==> src/rtl/display_mux_sequencer_pkg.sv <==
// display_mux_sequencer_pkg: mode encodings and blank pattern for the display source selector
package display_mux_sequencer_pkg;
  localparam logic [1:0] MODE_MANUAL = 2'b00;
  localparam logic [1:0] MODE_AUTO = 2'b01;
  localparam logic [1:0] MODE_FREEZE = 2'b10;
  localparam logic BLANK_BIT = 1'b0;
endpackage

==> src/rtl/display_mux_sequencer_next_enabled_finder.sv <==
// next_enabled_finder: first enabled channel above cur_sel with wrap, excluding cur_sel itself
module next_enabled_finder #(
  parameter int CHANNELS = 4,
  parameter int SEL_W = 2
) (
  input  logic [CHANNELS-1:0] ch_en,
  input  logic [SEL_W-1:0]    cur_sel,
  output logic [SEL_W-1:0]    next_sel,
  output logic                found
);
  logic [2*CHANNELS-1:0] dbl;
  logic [CHANNELS-2:0] rot;
  logic [SEL_W-1:0] off;
  logic [SEL_W:0] sum;
  assign dbl = {ch_en, ch_en};
  assign rot = (CHANNELS-1)'(dbl >> (cur_sel + SEL_W'(1)));
  always_comb begin
    off = '0;
    found = 1'b0;
    for (int i = CHANNELS-2; i >= 0; i--)
      if (rot[i]) begin
        off = SEL_W'(i);
        found = 1'b1;
      end
  end
  assign sum = {1'b0, cur_sel} + {1'b0, off} + (SEL_W+1)'(1);
  assign next_sel = sum >= (SEL_W+1)'(CHANNELS) ? SEL_W'(sum - (SEL_W+1)'(CHANNELS)) : sum[SEL_W-1:0];
endmodule

==> src/rtl/display_mux_sequencer.sv <==
// display_mux_sequencer: registered N-channel display source selector with manual, auto-rotate and freeze modes
module display_mux_sequencer
  import display_mux_sequencer_pkg::*;
#(
  parameter int WIDTH = 40,
  parameter int CHANNELS = 4,
  parameter int SEL_W = 2,
  parameter int DWELL_TICKS = 5
) (
  input  logic                      clk,
  input  logic                      rst_n,
  input  logic                      tick,
  input  logic [CHANNELS*WIDTH-1:0] src,
  input  logic [CHANNELS-1:0]       ch_en,
  input  logic [1:0]                mode,
  input  logic [SEL_W-1:0]          sel_in,
  input  logic                      load,
  output logic [WIDTH-1:0]          out,
  output logic [SEL_W-1:0]          cur_sel,
  output logic                      switched
);
  logic [WIDTH-1:0] ch [CHANNELS];
  logic [7:0] dwell, dwell_base, dwell_nxt;
  logic [1:0] prev_mode;
  logic [SEL_W-1:0] next_sel, sel_nxt;
  logic found, load_ok, cur_en, expire;
  for (genvar i = 0; i < CHANNELS; i++) assign ch[i] = src[i*WIDTH +: WIDTH];
  next_enabled_finder #(.CHANNELS(CHANNELS), .SEL_W(SEL_W)) u_finder (
    .ch_en(ch_en),
    .cur_sel(cur_sel),
    .next_sel(next_sel),
    .found(found)
  );
  assign cur_en = ch_en[cur_sel];
  assign load_ok = load && ({1'b0, sel_in} < (SEL_W+1)'(CHANNELS)) && ch_en[sel_in];
  assign dwell_base = mode != prev_mode ? 8'd0 : dwell;
  assign expire = !cur_en || ({1'b0, dwell_base} + 9'd1 >= 9'(DWELL_TICKS));
  always_comb begin
    sel_nxt = cur_sel;
    dwell_nxt = dwell_base;
    if (mode == MODE_MANUAL && load_ok)
      sel_nxt = sel_in;
    else if (mode == MODE_AUTO && load_ok) begin
      sel_nxt = sel_in;
      dwell_nxt = 8'd0;
    end else if (mode == MODE_AUTO && tick) begin
      sel_nxt = expire && found ? next_sel : cur_sel;
      dwell_nxt = expire ? 8'd0 : dwell_base + 8'd1;
    end
  end
  always_ff @(posedge clk or negedge rst_n)
    if (!rst_n) begin
      out <= '0;
      cur_sel <= '0;
      dwell <= '0;
      switched <= 1'b0;
      prev_mode <= MODE_MANUAL;
    end else begin
      cur_sel <= sel_nxt;
      dwell <= dwell_nxt;
      switched <= sel_nxt != cur_sel;
      prev_mode <= mode;
      if (!mode[1]) out <= cur_en ? ch[cur_sel] : {WIDTH{BLANK_BIT}};
    end
endmodule

==> config.mk <==
export PLATFORM = sky130hd
export DESIGN_NAME = display_mux_sequencer
export DESIGN_NICKNAME = d
export VERILOG_FILES = /design/src/rtl/display_mux_sequencer_pkg.sv /design/src/rtl/display_mux_sequencer_next_enabled_finder.sv /design/src/rtl/display_mux_sequencer.sv
export SDC_FILE = /design/constraint.sdc
export NUM_CORES = 1
export LEC_CHECK = 0
export ABC_AREA = 1
export BUFFER_PORTS_ARGS = -buffer_cell sky130_fd_sc_hd__buf_2
export CORE_AREA = 2 2 89 91
export CTS_BUF_LIST = sky130_fd_sc_hd__clkbuf_8
export CTS_CLUSTER_SIZE = 30
export DETAILED_ROUTE_END_ITERATION = 8
export DIE_AREA = 0 0 91 93
export GPL_TIMING_DRIVEN = 1
export PLACE_DENSITY = 0.88
export SETUP_SLACK_MARGIN = 0.2
export SYNTH_ARGS = -nofsm -noshare
export SYNTH_HDL_FRONTEND = slang
export SYNTH_SLANG_ARGS = --single-unit
==> constraint.sdc <==
create_clock -name clk -period 4.5 [get_ports clk]
set_input_delay 0.675 -clock clk [delete_from_list [all_inputs] [get_ports clk]]
set_output_delay 0.675 -clock clk [all_outputs]
set_load 0.02 [all_outputs]
-- Word level (Yosys, flattened, before mapping)
Cells that the tools add are included.
- bits in writable memories: 0
- ROM bits: 0
- bits in registers: 53
- memories: 0
- logic and storage cells: 53
- bits in latches: 0
- input bits: 172
- $mul: 0
- shift-type cells: 1
- order comparisons: 5
- divide/modulo/power cells: 0
- bitwise gates (word level): 1
- add/subtract/negate cells: 6
- eq/ne operators: 3
- reduce and logical (&&, ||, !) cells: 8
- mux-type cells: 24
- operators with widths (cell ; number):
    two-way mux 40 bit ; 3
    binary-select mux 40 bit (select 2 bit) ; 1
    two-way mux 8 bit ; 5
    two-way mux 2 bit ; 8
    adder 8 x 1 -> 9 bit, second input constant ; 1
    greater-or-equal comparator 9 x 3 -> 1 bit, second input constant ; 1
    adder 8 x 1 -> 8 bit, second input constant ; 1
    >> shifter 8 x 2 -> 3 bit ; 1
    greater-or-equal comparator 3 bit, second input constant ; 2
    less-than comparator 2 x 3 -> 1 bit, second input constant ; 2
    logical AND 1 bit ; 5
    two-way mux 1 bit ; 5
    binary-select mux 1 bit (select 2 bit) ; 2
    != test 2 bit ; 2
    adder 2 x 2 -> 3 bit ; 1
    adder 3 x 1 -> 3 bit, second input constant ; 1
    inverter 2 -> 3 bit ; 1
    adder 2 x 1 -> 2 bit, second input constant ; 1
    == test 2 x 1 -> 1 bit, second input constant ; 1
    zero test 2 bit ; 1
    subtractor 2 x 1 -> 2 bit, second input constant ; 1
    zero test 1 bit ; 1
    logical OR 1 bit ; 1

-- Longest topological paths before layout
- word-level depth: 14
- depth in mapped cells: 21

-- Cells and area by module
Synthesis repeated with hierarchy kept, for this count alone.
- cell total of the unflattened synthesis: 552
- area, all modules: 3774.9 um^2
- by module, submodules not included (module ; sequential area each (um^2) ; area an instance (um^2) ; times used ; cells an instance):
    display_mux_sequencer ; 1326.3 ; 3509.6 ; 1 ; 496
    next_enabled_finder ; 0.0 ; 265.3 ; 1 ; 56

-- Worst setup path before layout
Ideal clock, no wire load.
- kind: input -> register
- start: in mode[1]
- end: reg switched
- data arrival time: 2359 ps
- buffers on the path: 1
- cell stages on the path: 20
- required time: 4376 ps
- slack: 2017 ps
- path through: buf_4 inv_2 nand2_1 nand2_1 nand2_1 nor2_1 inv_1 ha_1 nor2_1 nand2_1 nand3_1 nand2_1 nor2_1 nand2_2 nand3_1 nand3_1 nand2_1 nand2_1 nand2_1 nand3_1
- longest elaborated chain between the ends: 11
- elaborated cells between the ends (all ways): 16
- those cells by class: add/sub: 1; order compare: 1; eq/ne: 3; mux: 5; reduce/logical: 6
- ends and longest elaborated chain (element ; line ; text):
    from (decl) ; display_mux_sequencer.sv:15 ; input logic [1:0] mode,
    != test 2 bit ; display_mux_sequencer.sv:36 ; assign dwell_base = mode != prev_mode ? 8'd0 : dwell;
    two-way mux 8 bit ; display_mux_sequencer.sv:36 ;
    adder 8 x 1 -> 9 bit ; display_mux_sequencer.sv:37 ; assign expire = !cur_en || ({1'b0, dwell_base} + 9'd1 >= 9'(DWELL_TICKS));
    greater-or-equal comparator 9 x 3 -> 1 bit ; display_mux_sequencer.sv:37 ;
    logical OR 1 bit ; display_mux_sequencer.sv:37 ;
    logical AND 1 bit ; display_mux_sequencer.sv:47 ; sel_nxt = expire && found ? next_sel : cur_sel;
    two-way mux 2 bit ; display_mux_sequencer.sv:47 ;
    two-way mux 2 bit ; display_mux_sequencer.sv:46 ; end else if (mode == MODE_AUTO && tick) begin
    two-way mux 2 bit ; display_mux_sequencer.sv:43 ; else if (mode == MODE_AUTO && load_ok) begin
    two-way mux 2 bit * ; display_mux_sequencer.sv:41 ; if (mode == MODE_MANUAL && load_ok)
    != test 2 bit * ; display_mux_sequencer.sv:61 ; switched <= sel_nxt != cur_sel;
    to (signal assigned) ; display_mux_sequencer.sv:61 ;
    to (decl) ; display_mux_sequencer.sv:20 ; output logic switched
Mark *: on every way between the ends. The rest lies on a longest branch, timed or not.
A chain may end at the register's enable or synchronous reset.

-- Final worst setup path
- start: reg cur_sel[0]
- end: reg switched
- longest elaborated chain between the ends: 14
- elaborated cells between the ends (all ways): 23
- those cells by class: add/sub: 4; order compare: 1; eq/ne: 1; shift: 1; mux: 13; reduce/logical: 3
- ends and longest elaborated chain (element ; line ; text):
    from (decl) ; display_mux_sequencer.sv:19 ; output logic [SEL_W-1:0] cur_sel,
    from (signal assigned) ; display_mux_sequencer.sv:59 ; cur_sel <= sel_nxt;
    adder 2 x 1 -> 2 bit ; display_mux_sequencer_next_enabled_finder.sv:16 ; assign rot = (CHANNELS-1)'(dbl >> (cur_sel + SEL_W'(1)));
    >> shifter 8 x 2 -> 3 bit ; display_mux_sequencer_next_enabled_finder.sv:16 ;
    two-way mux 2 bit (3 in series) ; display_mux_sequencer_next_enabled_finder.sv:21 ; if (rot[i]) begin
    adder 2 x 2 -> 3 bit ; display_mux_sequencer_next_enabled_finder.sv:26 ; assign sum = {1'b0, cur_sel} + {1'b0, off} + (SEL_W+1)'(1);
    adder 3 x 1 -> 3 bit ; display_mux_sequencer_next_enabled_finder.sv:26 ;
    greater-or-equal comparator 3 bit / subtractor 2 x 1 -> 2 bit (equally long branches) ; display_mux_sequencer_next_enabled_finder.sv:27 ; assign next_sel = sum >= (SEL_W+1)'(CHANNELS) ? SEL_W'(sum - (SEL_W+1)'(CHANNELS)) : sum[SEL_W-1:0];
    two-way mux 2 bit ; display_mux_sequencer_next_enabled_finder.sv:27 ;
    two-way mux 2 bit ; display_mux_sequencer.sv:47 ;
    two-way mux 2 bit ; display_mux_sequencer.sv:46 ;
    two-way mux 2 bit ; display_mux_sequencer.sv:43 ;
    two-way mux 2 bit ; display_mux_sequencer.sv:41 ;
    != test 2 bit * ; display_mux_sequencer.sv:61 ;
Mark *: on every way between the ends. The rest lies on a longest branch, timed or not. The select of a mux whose other input is x is not followed.

==> flow_metrics.env <==
export IMPL_status="finished, final reports clean"
export IMPL_design_core_area_sq_um=7530
export IMPL_h_tree_depth=2
export IMPL_cp_start_kind="register"
export IMPL_final_common_cell="nand2_1"
export IMPL_synthCells=525
export IMPL_cts_tree="done"
export IMPL_r2r_end="switched"
export IMPL_fin_tns_setup_ns=0
export IMPL_synth_nets=699
export IMPL_slew_violations=0
export IMPL_grt_pass1_wl_microns=18100
export IMPL_firstDrtPassIters=5
export IMPL_antenna_found_initial=0
export IMPL_syn2layout_area_growth_pct=32.0
export IMPL_hold_viol=0
export IMPL_period_share_pct=68.2
export IMPL_critPathMaxFanout=43
export IMPL_vias=4447
export IMPL_die_area_sq_um=8460
export IMPL_synth_distinct_cells=27
export IMPL_drc=0
export IMPL_vias_per_cell=5.46
export IMPL_cts_resized=0
export IMPL_finClkSkew_ns=0.00883
export IMPL_start_util_pct=47.9
export IMPL_r2r_cells=12
export IMPL_die_width_microns=91
export IMPL_cp_required_ns=4.70
export IMPL_hold_buffers=0
export IMPL_grt_overflow=0
export IMPL_wire_per_inst_microns=13.7
export IMPL_p_per_area_nw_per_um2=533
export IMPL_nets=886
export IMPL_final_cell_mix="nand2_1 (217), buf_2 (214), dfrtp_1 (52)"
export IMPL_setup_viol=0
export IMPL_ioPinCount=215
export IMPL_postCtsSetupBuffers=0
export IMPL_gr_usage_all_layers_pct=25.7
export IMPL_ys_ff_latch=53
export IMPL_ant_nets=0
export IMPL_max_cap_violations=0
export IMPL_p_clk_share_pct=10.7
export IMPL_cp_slowest_stage_delay_ns=0.83
export IMPL_ys_seq_area_share_pct=36.8
export IMPL_drive_above_1_share_pct=33.4
export IMPL_swShare_pct=48.6
export IMPL_cp_cell_sequence="inv_2, nand2_1, o21ai_0, o21ai_0, nand2_1, ha_1, xor2_1, nand4_1, nand3_1, nand2_1, nand2_1, nand3_1"
export IMPL_port_buffers=214
export IMPL_power_switching_mw=1.23
export IMPL_cp_num_buf_inv=1
export IMPL_synth_area_sq_um=3600
export IMPL_drtIter0Drc=221
export IMPL_crit_end="switched"
export IMPL_cts_path_max_buffers=2
export IMPL_vdd_drop_max_v=0.000368
export IMPL_share_comb_of_total_power_pct=60.2
export IMPL_path_class="register to register"
export IMPL_row_count=32
export IMPL_endpoint_kind="register"
export IMPL_tightest_slew_ns=0.849
export IMPL_yosysWarnings=0
export IMPL_p_leak_nw=2.57
export IMPL_grt_max_degree=54
export IMPL_path_depth=12
export IMPL_antenna_cells=0
export IMPL_die_h_microns=93
export IMPL_grt_pass1_vias=4111
export IMPL_gp_congestion=0.820
export IMPL_wl_microns=11100
export IMPL_r2r_start="cur_sel[0]"
export IMPL_cp_startpoint="cur_sel[0]"
export IMPL_post_route_min_period_ns=3.07
export IMPL_rsz0062_at_grt="no"
export IMPL_clock_sinks=53
export IMPL_max_freq_ghz=0.326
export IMPL_insertion_delay_ns=0.30
export IMPL_hold_slack_ns=0.470
export IMPL_cp_common_cell="nand2_1"
export IMPL_numCtsBuffers=5
export IMPL_hold_class="input pin to asynchronous set/reset pin"
export IMPL_clockRootBuffer="clkbuf_8"
export IMPL_path_delay_family="flip-flops"
export IMPL_clk_pin_slew_ns=0.09
export IMPL_rrSetupSlack_ns=1.43
export IMPL_slew_headroom_pct=43.4
export IMPL_avgSynthCellArea_sq_um=6.87
export IMPL_cp_slowest_cell="dfrtp_2"
export IMPL_intPower_mw=1.30
export IMPL_cp_arrival_ns=3.27
export IMPL_seqPwrFrac_pct=29.1
export IMPL_hpwlAfterDp_microns=8480
-- state kept, by name, summed over array words and instances, names as in the netlist --
| name | cells |
|---|---|
| cur_sel | 2 |
| prev_mode | 2 |
| dwell | 8 |
| switched | 1 |
| out | 40 |
-- cells in the mapped netlist --
cell type | instances | area (sq um)
nand2_1 | 217 | 815
dfrtp_1 | 53 | 1330
o21ai_0 | 50 | 250
a21oi_1 | 45 | 225
a32o_1 | 40 | 400
inv_1 | 28 | 105
clkbuf_1 | 27 | 101
nand3_1 | 20 | 100
nor2_1 | 10 | 37.5
buf_2 | 6 | 30.0
nand2_2 | 3 | 18.8
nand4_1 | 3 | 18.8
nor2_2 | 3 | 18.8
buf_1 | 2 | 7.51
buf_4 | 2 | 15.0
ha_1 | 2 | 25.0
inv_2 | 2 | 7.51
o21a_1 | 2 | 15.0
xnor2_1 | 2 | 17.5
buf_6 | 1 | 11.3
nand3_2 | 1 | 10.0
nor2_4 | 1 | 11.3
nor3_1 | 1 | 5.00
nor3_2 | 1 | 10.0
o21bai_1 | 1 | 7.51
or2_2 | 1 | 6.26
xor2_1 | 1 | 8.76
-- layout make-up --
| class | count | area (sq um) |
|---|---|---|
| well taps | 102 | 128 |
| multi-input cells | 404 | 2000 |
| fillers | 720 | 2770 |
| clock inverters | 2 | 7.51 |
| repair buffers | 218 | 1100 |
| clock buffers | 6 | 82.6 |
| flip-flops and latches | 53 | 1330 |
| inverters | 30 | 113 |
-- cell families (layout without fill, tap and decap cells) --
| group | count (synthesis) | count (layout) | share of synthesized area (%) |
|---|---|---|---|
| xor+xnor | 3 | 3 | 0.729 |
| fa+ha+maj | 2 | 2 | 0.694 |
| flops | 53 | 53 | 36.8 |
| compound gates | 138 | 138 | 24.9 |
| buf+inv | 68 | 256 | 7.71 |
| simple gates | 261 | 261 | 29.2 |
-- how the worst min path moves through the flow --
stage,endpoint,cells after the start,start
4_1_cts,out[30],2,out[30]
3_3_place_gp,out[31],2,out[31]
6_report,out[17],2,rst_n
2_1_floorplan,cur_sel[0],0,rst_n
3_5_place_dp,out[30],2,out[30]
5_1_grt,out[0],2,out[0]
-- power by group through the flow --
stage	registers, mW	clock network [mW]	logic, mW
after global placement	0.737	0	1.47
after detailed placement	0.741	0	1.52
final	0.738	0.270	1.53
after global routing	0.760	0.302	1.70
after CTS	0.737	0.279	1.53
after floorplan	0.832	0	1.02
-- layer usage --
metal	GRT usage [%]	up-vias	routed length (microns)
met4	8.21	0	297
met1	32.1	2078	4670
li1	-	2138	-
met2	45.2	203	5420
met5	0	-	0
met3	4.83	28	747
-- per-stage QoR --
step	cells	power, mW	worst slack, ns	instance area, sq um	utilization [%]
after floorplan	525	1.85	2.02	3600	-
after global placement	807	2.21	1.35	4670	62.0
after detailed placement	807	2.26	1.13	4670	62.0
after CTS	815	2.54	1.46	4760	63.2
after global routing	815	2.76	1.08	4760	63.2
final	815	2.54	1.43	4760	63.2
(Power assumes the default switching activity.)
